`src/rtl/wb_arbiter_cp4.sv`:
```
// wb_arbiter_cp4: merges pipeline and long-latency results onto the register-file write port and tracks outstanding destinations
module wb_arbiter_cp4 #(
    parameter int STARVE_MAX      = 4,
    parameter int MAX_OUTSTANDING = 4,
    parameter int CNT_W           = 3
) (
    input  logic        clk,
    input  logic        rst,
    input  logic        pipe_we,
    input  logic [4:0]  pipe_wa,
    input  logic [31:0] pipe_wd,
    output logic        pipe_accept,
    input  logic        lu_valid,
    output logic        lu_ready,
    input  logic [4:0]  lu_wa,
    input  logic [31:0] lu_wd,
    input  logic        issue_valid,
    input  logic [4:0]  issue_wa,
    output logic        issue_ready,
    input  logic [4:0]  ra1,
    input  logic [4:0]  ra2,
    output logic        busy1,
    output logic        busy2,
    output logic        stall_req,
    output logic        rf_we,
    output logic [4:0]  rf_wa,
    output logic [31:0] rf_wd
);
    localparam int SW = $clog2(STARVE_MAX + 1);
    logic [SW-1:0]    starve;
    logic [CNT_W-1:0] outstanding;
    logic [31:0]      busy, set_mask, clr_mask;
    logic             pipe_eff, pipe_wr, lu_hs, lu_wr, starving, issue_acc;
    // arbitration: pipeline first unless a starved long-latency result is being forced through
    always_comb begin
        pipe_eff    = pipe_we && pipe_wa != 5'd0;
        pipe_accept = !stall_req && pipe_we;
        lu_ready    = stall_req || !pipe_eff;
        lu_hs       = lu_valid && lu_ready;
        pipe_wr     = !stall_req && pipe_eff;
        lu_wr       = lu_hs && lu_wa != 5'd0;
        starving    = lu_valid && !lu_ready;
        issue_ready = outstanding < CNT_W'(MAX_OUTSTANDING);
        issue_acc   = issue_valid && issue_ready;
        set_mask    = (issue_acc && issue_wa != 5'd0) ? 32'd1 << issue_wa : 32'd0;
        clr_mask    = lu_hs ? 32'd1 << lu_wa : 32'd0;
        busy1       = busy[ra1];
        busy2       = busy[ra2];
    end
    // registered write port; address/data only move when a real write is selected
    always_ff @(posedge clk or posedge rst) begin
        if (rst) begin
            rf_we <= 1'b0;
            rf_wa <= '0;
            rf_wd <= '0;
        end else begin
            rf_we <= pipe_wr || lu_wr;
            if (pipe_wr || lu_wr) begin
                rf_wa <= pipe_wr ? pipe_wa : lu_wa;
                rf_wd <= pipe_wr ? pipe_wd : lu_wd;
            end
        end
    end
    // starvation: a stall forces lu_ready high, so the forced handshake always lands in the single stall cycle
    always_ff @(posedge clk or posedge rst) begin
        if (rst) begin
            starve    <= '0;
            stall_req <= 1'b0;
        end else begin
            starve    <= starving ? starve + SW'(1) : '0;
            stall_req <= !stall_req && starving && starve == SW'(STARVE_MAX - 1);
        end
    end
    // scoreboard and in-flight count; a same-edge set overrides the clear, and the count saturates at zero
    always_ff @(posedge clk or posedge rst) begin
        if (rst) begin
            busy        <= '0;
            outstanding <= '0;
        end else begin
            busy        <= ((busy & ~clr_mask) | set_mask) & ~32'd1;
            outstanding <= (issue_acc && !lu_hs) ? outstanding + CNT_W'(1) :
                           (lu_hs && !issue_acc && outstanding != '0) ? outstanding - CNT_W'(1) : outstanding;
        end
    end
endmodule

```
`config.mk`:
```
export PLATFORM = sky130hd
export DESIGN_NAME = wb_arbiter_cp4
export DESIGN_NICKNAME = d
export VERILOG_FILES = /design/src/rtl/wb_arbiter_cp4.sv
export SDC_FILE = /design/constraint.sdc
export NUM_CORES = 1
export LEC_CHECK = 0
export CORE_MARGIN = 3
export CORE_UTILIZATION = 45
export CTS_CLUSTER_SIZE = 25
export DETAILED_ROUTE_END_ITERATION = 8
export PLACE_DENSITY = 0.76
export SETUP_SLACK_MARGIN = 0.15
export SYNTH_ARGS = -nofsm -noshare
export SYNTH_HDL_FRONTEND = slang
export SYNTH_SLANG_ARGS = --single-unit
```
`constraint.sdc`:
```
create_clock -name clk -period 3 [get_ports clk]
set_clock_uncertainty 0.1 [all_clocks]
set_input_delay 0.75 -clock clk [delete_from_list [all_inputs] [get_ports clk]]
set_output_delay 0.75 -clock clk [all_outputs]
set_load 0.02 [all_outputs]
```
Yosys cells after proc, flatten, opt, wreduce, memory -nomap -nowiden
Cells that the tools add are included.
{"block": "word_totals", "ff_bits": 76, "inputBits": 94, "out_inout_bits": 44, "word_cells": 55}
{"block": "op_classes", "add_sub_neg": 3, "magnitude_cmp": 3, "n_eq_ne": 1, "shift": 2, "mux": 11, "bitwise_logic": 3, "reduce_logical": 25}
{"op": "$mux W32", "n": 3}
{"op": "$shl A1 B5 Y32 const A", "n": 2}
{"op": "$and A32 B32 Y32", "n": 1}
{"op": "$not A32 Y32", "n": 1}
{"op": "$or A32 B32 Y32", "n": 1}
{"op": "$reduce_bool A5 Y1", "n": 3}
{"op": "$logic_and A1 B1 Y1", "n": 13}
{"op": "$lt A5 B6 Y1 const B", "n": 2}
{"op": "$bmux W1 S5", "n": 2}
{"op": "$mux W3", "n": 3}
{"op": "$add A3 B1 Y3 const B", "n": 2}
{"op": "$logic_not A1 Y1", "n": 5}
{"op": "$mux W5", "n": 1}
{"op": "$eq A3 B2 Y1 const B", "n": 1}
{"op": "$lt A3 B3 Y1 const B", "n": 1}
{"op": "$reduce_bool A3 Y1", "n": 1}
{"op": "$sub A3 B1 Y3 const B", "n": 1}
{"op": "$logic_or A1 B1 Y1", "n": 2}
{"op": "$mux W1", "n": 2}
{"op": "$reduce_bool A2 Y1", "n": 1}

Logic depth before layout (Yosys ltp)
Gate-level depths: netlist (run 1).
{"block": "depth", "depth_word": 9, "ltp_mapped": 8, "mapped_depth_nobuf": 8}

Worst setup path before layout (run 1)
No wires, ideal clock.
{"block": "synth_timing", "kind": "input to output", "start": "in ra1[0]", "end": "out busy1", "arrival_time_ns": 2.060, "required_time_ns": 2.150, "setup_slack_ns": 0.090, "cell_stages": 5, "n_path_buf": 1, "cell_sequence": "clkbuf_1 mux4_2 nand3_1 and4_1 nand4_1"}
{"block": "synth_between", "elab_chain_len": 2}
{"item": "from (decl)", "line": "20", "text": "input logic [4:0] ra1,"}
{"item": "$bmux W1 S5", "line": "47", "text": "busy1 = busy[ra1];"}
{"item": "$mux W1 (not written as such)", "line": "47"}
{"item": "to (decl)", "line": "22", "text": "output logic busy1,"}
No other way between the ends. The select of a mux whose other input is x is not followed.

Final worst setup path (run 1)
Ends and elaborated chain as after synthesis.

==> impl_metrics.py, run 1 <==
metrics = {
    "logic_synthesis": {
        "ys_seq_area_share_pct": 42.77,
        "ys.warnings.count": 0,
        "synth_edf_count": 0,
        "async_flop_share_pct": 100.0,
        "syn_nets": 469,
        "synth_seq_cells": 76,
        "syn_area_um2": 4447,
        "avgSynthCellArea_um2": 11.95,
        "synth_compound_area_share_pct": 12.27,
        "synth_top_family_by_area": "multiplexers",
        "synth.area.mux_share_pct": 28.42,
        "synthAdderAreaFrac_pct": 1.013,
        "synth_xor_area_share_pct": 0.1970,
        "synthCells": 372,
        "synthSimpleGateAreaFrac_pct": 11.85,
        "ys_types": 48,
        "synth_ff_type": "dfrtp_1",
    },
    "floorplan": {
        "start_util_pct": 47.23,
        "die_w_um": 105.4,
        "die_height_um": 105.4,
        "dieArea_um2": 11110,
        "rows": 35,
        "pin_count": 138,
        "coreArea_um2": 9415,
    },
    "sta": {
        "slew_headroom_pct": 54.27,
        "period_minus_slack_ns": 2.782,
        "tightest_slew_ns": 0.6860,
        "hold_violations": 0,
        "finalSetupTns_ns": 0,
        "fmax_mhz": 359.4,
        "setup_violations": 0,
        "timing.hold.ws_ns": 0.3393,
        "rsz0062_at_grt": "yes",
        "period_share_pct": 92.74,
        "finalMaxSlewViolations": 0,
        "setup_slack_ns": 0.2179,
    },
    "cells_and_area": {
        "area_delta_synth_final_pct": 43.39,
        "drive_above_1_share_pct": 26.32,
        "final_area_um2": 6376,
        "nets": 624,
        "layout.cells.most_common": "clkdlybuf4s50_1",
        "finish.utilization_pct": 67.72,
        "final_cell_mix": "clkdlybuf4s50_1 (126), dfrtp_1 (76), buf_4 (33)",
        "fill_cells": 721,
        "diodes": 0,
    },
    "cts": {
        "cts.clk_slew.worst_paths_ns": 0.07,
        "clk-insertion-delay-late_ns": 0.35,
        "cts_buffer_depth": 2,
        "post_cts_buffers": 0,
        "htree_levels": 3,
        "root_buffer": "clkbuf_8",
        "numCtsBuffers": 9,
        "cts_tree": "built",
        "clock_sinks": 76,
    },
    "outcome": {
        "status": "finished, final reports clean",
    },
    "detailed_routing": {
        "drt_iter0_markers": 217,
        "wirelength_um": 12550,
        "antenna_left": 0,
        "viasPerCell": 5.652,
        "wire_per_inst_um": 18.99,
        "dr.pass1.iters": 5,
        "via_count": 3736,
        "drc": 0,
    },
    "critical_path": {
        "crit_buf_inv": 2,
        "cp.arrival_ns": 1.93,
        "slowest_stage": "mux4_2",
        "slowest_delay_ns": 0.51,
        "path_cells": "clkbuf_4 > mux4_2 > nand3_1 > and4_1 > nand4_1 > buf_6",
        "critPathRequiredTime_ns": 2.15,
        "path_max_fanout": 4,
        "critPathCaptureType": "output port",
        "critPathKind": "in -> out",
        "critPathTopFamily": "multiplexers",
        "startpoint_type": "input port",
    },
    "flow_run": {
        "drv_cap": 0,
    },
    "power": {
        "power_density_nw_per_um2": 486.3,
        "vdd_drop_max_uv": 292.7,
        "p_leak_uw": 0.002655,
    },
    "placement": {
        "place_congestion": 0.9196,
        "dpl_cell_area_um2": 6110,
        "pre_cts_slack_ns": -0.7051,
        "io_buffers": 137,
        "hpwl_um": 9480,
    },
    "global_routing": {
        "grt_pass1_vias": 4012,
        "grt_use_total_pct": 22.74,
        "overflow": 0,
        "grt_pass1_wl_um": 20080,
        "grt_max_degree": 77,
        "antenna_found_initial": 0,
    },
    "min_path": {
        "min_path_type": "reg -> reg",
    },
}
## timing repair
item | 4_1_cts | 5_1_grt
gates resized for setup | 29 | 20
pin swaps | 0 | 2
hold endpoints to repair | 0 | 0
endpoints found under the setup margin | 4 | 4
hold buffers | 0 | 0
gates cloned | 0 | 0
## cell usage after synthesis (5+ instances only)
| cell type | instances | area [um^2] |
|---|---|---|
| mux2_2 | 31 | 349.1 |
| dfrtp_1 | 76 | 1902 |
| nand4_1 | 6 | 37.54 |
| o21ai_0 | 32 | 160.2 |
| nand3_1 | 10 | 50.05 |
| nand2_1 | 19 | 71.32 |
| nor2_1 | 10 | 37.54 |
| nand2b_1 | 11 | 68.82 |
| nand4b_1 | 6 | 52.55 |
| o31ai_1 | 27 | 202.7 |
| clkbuf_1 | 12 | 45.04 |
| buf_2 | 7 | 35.03 |
| mux2_1 | 11 | 123.9 |
| mux2_4 | 29 | 435.4 |
| nor2b_1 | 6 | 37.54 |
| inv_1 | 5 | 18.77 |
| mux4_2 | 14 | 315.3 |
## cell families after synthesis
group / Yosys count
AO/OA/AOI/OAI: 81
flip-flops: 76
XOR/XNOR: 1
adder cells (fa/ha/maj): 3
AND/OR/NAND/NOR: 92
multiplexers: 89
buffers and inverters: 30
## worst paths after layout
kind	cells after the start	to	slack, ns	start
worst max-delay path	6	busy1	0.22	ra1[0]
worst min-delay path	1	starve[0]	0.34	starve[0]
worst max register to register	8	outstanding[1]	0.82	stall_req
worst min register to register	1	starve[0]	0.34	starve[0]
max in group asynchronous	3	rf_wd[21]	1.77	rst
min in group asynchronous	3	rf_wd[11]	0.67	rst
## worst register-to-register path: stages, from the launching register on
cell,delay [ns]
dfrtp_1,0.39
nand2b_4,0.17
a22oi_2,0.20
nand2_1,0.10
fa_1,0.51
inv_1,0.06
a221oi_1,0.21
a311oi_1,0.09
o32ai_1,0.28
## state kept, by name, summed over array words and instances (netlist names)
name,cells
rf_wd,32
busy,31
rf_wa,5
outstanding,3
starve,3
rf_we,1
stall_req,1
## stage by stage
stage               power, uW  instances
floorplan                1672        372
detailed placement       2079        645
finish                   3101        661
global route             3231        661
CTS                      3114        661
global placement         2055        645
## routing by layer
layer | vias up | global-route usage [%] | share of wire (%)
li1 | 1722 | - | -
met1 | 1836 | 27.25 | 39
met2 | 155 | 39.03 | 52
met3 | 23 | 6.797 | 7.6
met4 | 0 | 7.498 | 2.0
met5 | - | 0 | 0
## final cells by class
cell class,count,area (um^2),share of cell area [%]
clock buffers,12,145.1,2.276
inverters,6,22.52,0.3532
multi-input cells,266,2412,37.83
flip-flops and latches,76,1902,29.83
clock inverters,4,120.1,1.884
well taps,129,161.4,2.531
repair buffers,168,1613,25.29
## power by group
part	switching (uW)	internal (uW)
Sequential	97.4	1130
Combinational	355	477
Clock	383	661
Total	834	2270
Note: power is estimated with default switching activity, not from simulation.
==> inputs of run 2 (changes only) <==
--- a/config.mk
+++ b/config.mk
@@ -9,7 +9,8 @@
 export CORE_UTILIZATION = 45
 export CTS_CLUSTER_SIZE = 25
 export DETAILED_ROUTE_END_ITERATION = 8
-export PLACE_DENSITY = 0.76
+export PLACE_DENSITY = 0.78
+export REMOVE_ABC_BUFFERS = 1
 export SETUP_SLACK_MARGIN = 0.15
 export SYNTH_ARGS = -nofsm -noshare
 export SYNTH_HDL_FRONTEND = slang
==> impl_metrics.py, run 2 (synthesis results as in run 1) <==
metrics = {
    "outcome": {
        "status": "finished, final reports clean",
    },
    "cells_and_area": {
        "top_regs": "rf_wd: 32 flops, busy: 31 flops, rf_wa: 5 flops",
        "largest_reg_flops": 32,
        "regMostFlops": "rf_wd",
        "drive_above_1_share_pct": 26.32,
        "final_cell_mix": "clkdlybuf4s50_1 (124), dfrtp_1 (76), buf_4 (33)",
        "fill_cells": 707,
        "nets": 624,
        "layout.cells.most_common": "clkdlybuf4s50_1",
        "multi_input_area_um2": 2410,
        "regArea_um2": 1902,
        "area_delta_synth_final_pct": 41.47,
        "diodes": 0,
        "fin_cells": 661,
    },
    "min_path": {
        "hold_path_end": "starve[0]",
        "min_path_type": "reg -> reg",
        "hold_depth": 1,
        "min_from": "starve[0]",
    },
    "global_routing": {
        "grt_pass1_wl_um": 20360,
        "antenna_found_initial": 0,
        "grt_use_total_pct": 23.15,
        "overflow": 0,
        "grt_max_degree": 77,
        "grt_pass1_vias": 3905,
    },
    "cts": {
        "post_cts_buffers": 0,
        "cts.clk_slew.worst_paths_ns": 0.08,
        "cts_tree": "built",
        "cts_buffer_depth": 2,
        "numCtsBuffers": 9,
        "htree_levels": 3,
        "root_buffer": "clkbuf_8",
        "clk-insertion-delay-late_ns": 0.35,
        "clock_sinks": 76,
    },
    "sta": {
        "finalMaxSlewViolations": 0,
        "slew_headroom_pct": 54.96,
        "period_share_pct": 93.16,
        "finalSetupTns_ns": 0,
        "timing.hold.ws_ns": 0.3475,
        "fmax_mhz": 357.8,
        "setup_violations": 0,
        "period_minus_slack_ns": 2.795,
        "tightest_slew_ns": 0.6756,
        "rsz0062_at_grt": "yes",
        "hold_violations": 0,
    },
    "floorplan": {
        "pin_count": 138,
        "start_util_pct": 47.23,
        "die_w_um": 105.4,
        "rows": 35,
        "coreArea_um2": 9415,
        "dieArea_um2": 11110,
        "die_height_um": 105.4,
    },
    "critical_path": {
        "r2r_cells": 8,
        "critPathRequiredTime_ns": 2.15,
        "startpoint_type": "input port",
        "critPathCaptureType": "output port",
        "r2r_slack_ns": 0.70,
        "cp.arrival_ns": 1.94,
        "r2r-start": "stall_req",
        "path_max_fanout": 4,
        "r2r_end": "outstanding[1]",
        "critPathKind": "in -> out",
    },
    "detailed_routing": {
        "dr_wl_met2_um": 6109,
        "via_count": 3775,
        "top_layer": "met4",
        "viasPerCell": 5.711,
        "wl_met3_um": 1294,
        "antenna_left": 0,
        "drt_iter0_markers": 256,
        "wire_per_inst_um": 19.20,
        "met1_length_um": 5055,
        "drc": 0,
        "dr.pass1.iters": 5,
        "wirelength_um": 12690,
    },
    "placement": {
        "place_congestion": 0.9299,
        "hpwl_um": 9650,
        "dp.cells": 645,
        "io_buffers": 137,
    },
    "power": {
        "p_leak_uw": 0.002641,
        "power_density_nw_per_um2": 438.3,
        "vdd_drop_max_uv": 217.7,
        "power_uw": 2757,
    },
    "flow_run": {
        "drv_cap": 0,
    },
}
run 2: changes by cell type in the layout (fill, tap and decap cells not counted), sizes merged:
cell,delta
buf,-1
bufinv,-4
clkdlybuf4s50,-2
clkinv,+4
dlygate4sd2,+1
dlymetal6s2s,+2
run 2: worst max path at each step:
| stage | slack [ns] | startpoint | cells past startpoint | endpoint |
|---|---|---|---|---|
| 2_1_floorplan | -0.39 | pipe_we | 5 | rf_wa[0] |
| 5_1_grt | 0.13 | pipe_wa[2] | 10 | outstanding[1] |
| 6_report | 0.21 | pipe_wa[2] | 6 | lu_ready |
| 4_1_cts | 0.13 | ra2[0] | 6 | busy2 |
| 3_5_place_dp | -0.68 | ra2[1] | 6 | busy2 |
| 3_3_place_gp | -0.63 | ra2[1] | 6 | busy2 |
run 2: repair_timing:
action | 4_1_cts | 5_1_grt
gates resized for setup | 30 | 16
pin swaps | 0 | 4
setup endpoints to repair | 4 | 4
hold buffers | 0 | 0
endpoints found under the hold margin | 0 | 0
run 2: stage by stage:
step,setup slack (ns),area [um^2],util [%]
floorplan,-0.3852,4314,-
global placement,-0.6346,6105,64.84
detailed placement,-0.6792,6105,64.84
CTS,0.1264,6260,66.49
global route,0.1327,6291,66.82
finish,0.2051,6291,66.82
run 2: critical path: stages:
cell and delay, ns:
clkdlybuf4s50_1 0.51, nor3_2 0.06, buf_4 0.15, a21oi_2 0.16
inv_2 0.05, clkdlybuf4s15_2 0.26
run 2: layout make-up:
| cell class | count | area share, % |
|---|---|---|
| multi-input cells | 266 | 38.31 |
| flip-flops and latches | 76 | 30.23 |
| repair buffers | 168 | 25.70 |
| well taps | 129 | 2.566 |
| clock buffers | 12 | 2.466 |
| clock inverters | 4 | 0.3779 |
| inverters | 6 | 0.3580 |
run 2: routing by layer:
layer,GRT usage [%],vias to the layer above
li1,-,1715
met1,30.30,1838
met2,36.70,200
met3,7.655,22
met4,6.748,0
met5,0,-
run 2: power breakdown:
group          internal, uW  switching [uW]
Sequential             1130            96.1
Clock                   343             368
Combinational           465             357
Total                  1940             821
==> inputs of run 3 (changes only) <==
--- a/config.mk
+++ b/config.mk
@@ -5,9 +5,10 @@
 export SDC_FILE = /design/constraint.sdc
 export NUM_CORES = 1
 export LEC_CHECK = 0
+export CAP_MARGIN = 10
 export CORE_MARGIN = 3
 export CORE_UTILIZATION = 45
-export CTS_CLUSTER_SIZE = 25
+export CTS_CLUSTER_SIZE = 8
 export DETAILED_ROUTE_END_ITERATION = 8
 export PLACE_DENSITY = 0.78
 export REMOVE_ABC_BUFFERS = 1
==> results of run 3 <==
Same layout as run 2: the final DEF is identical, and so are final timing and power.
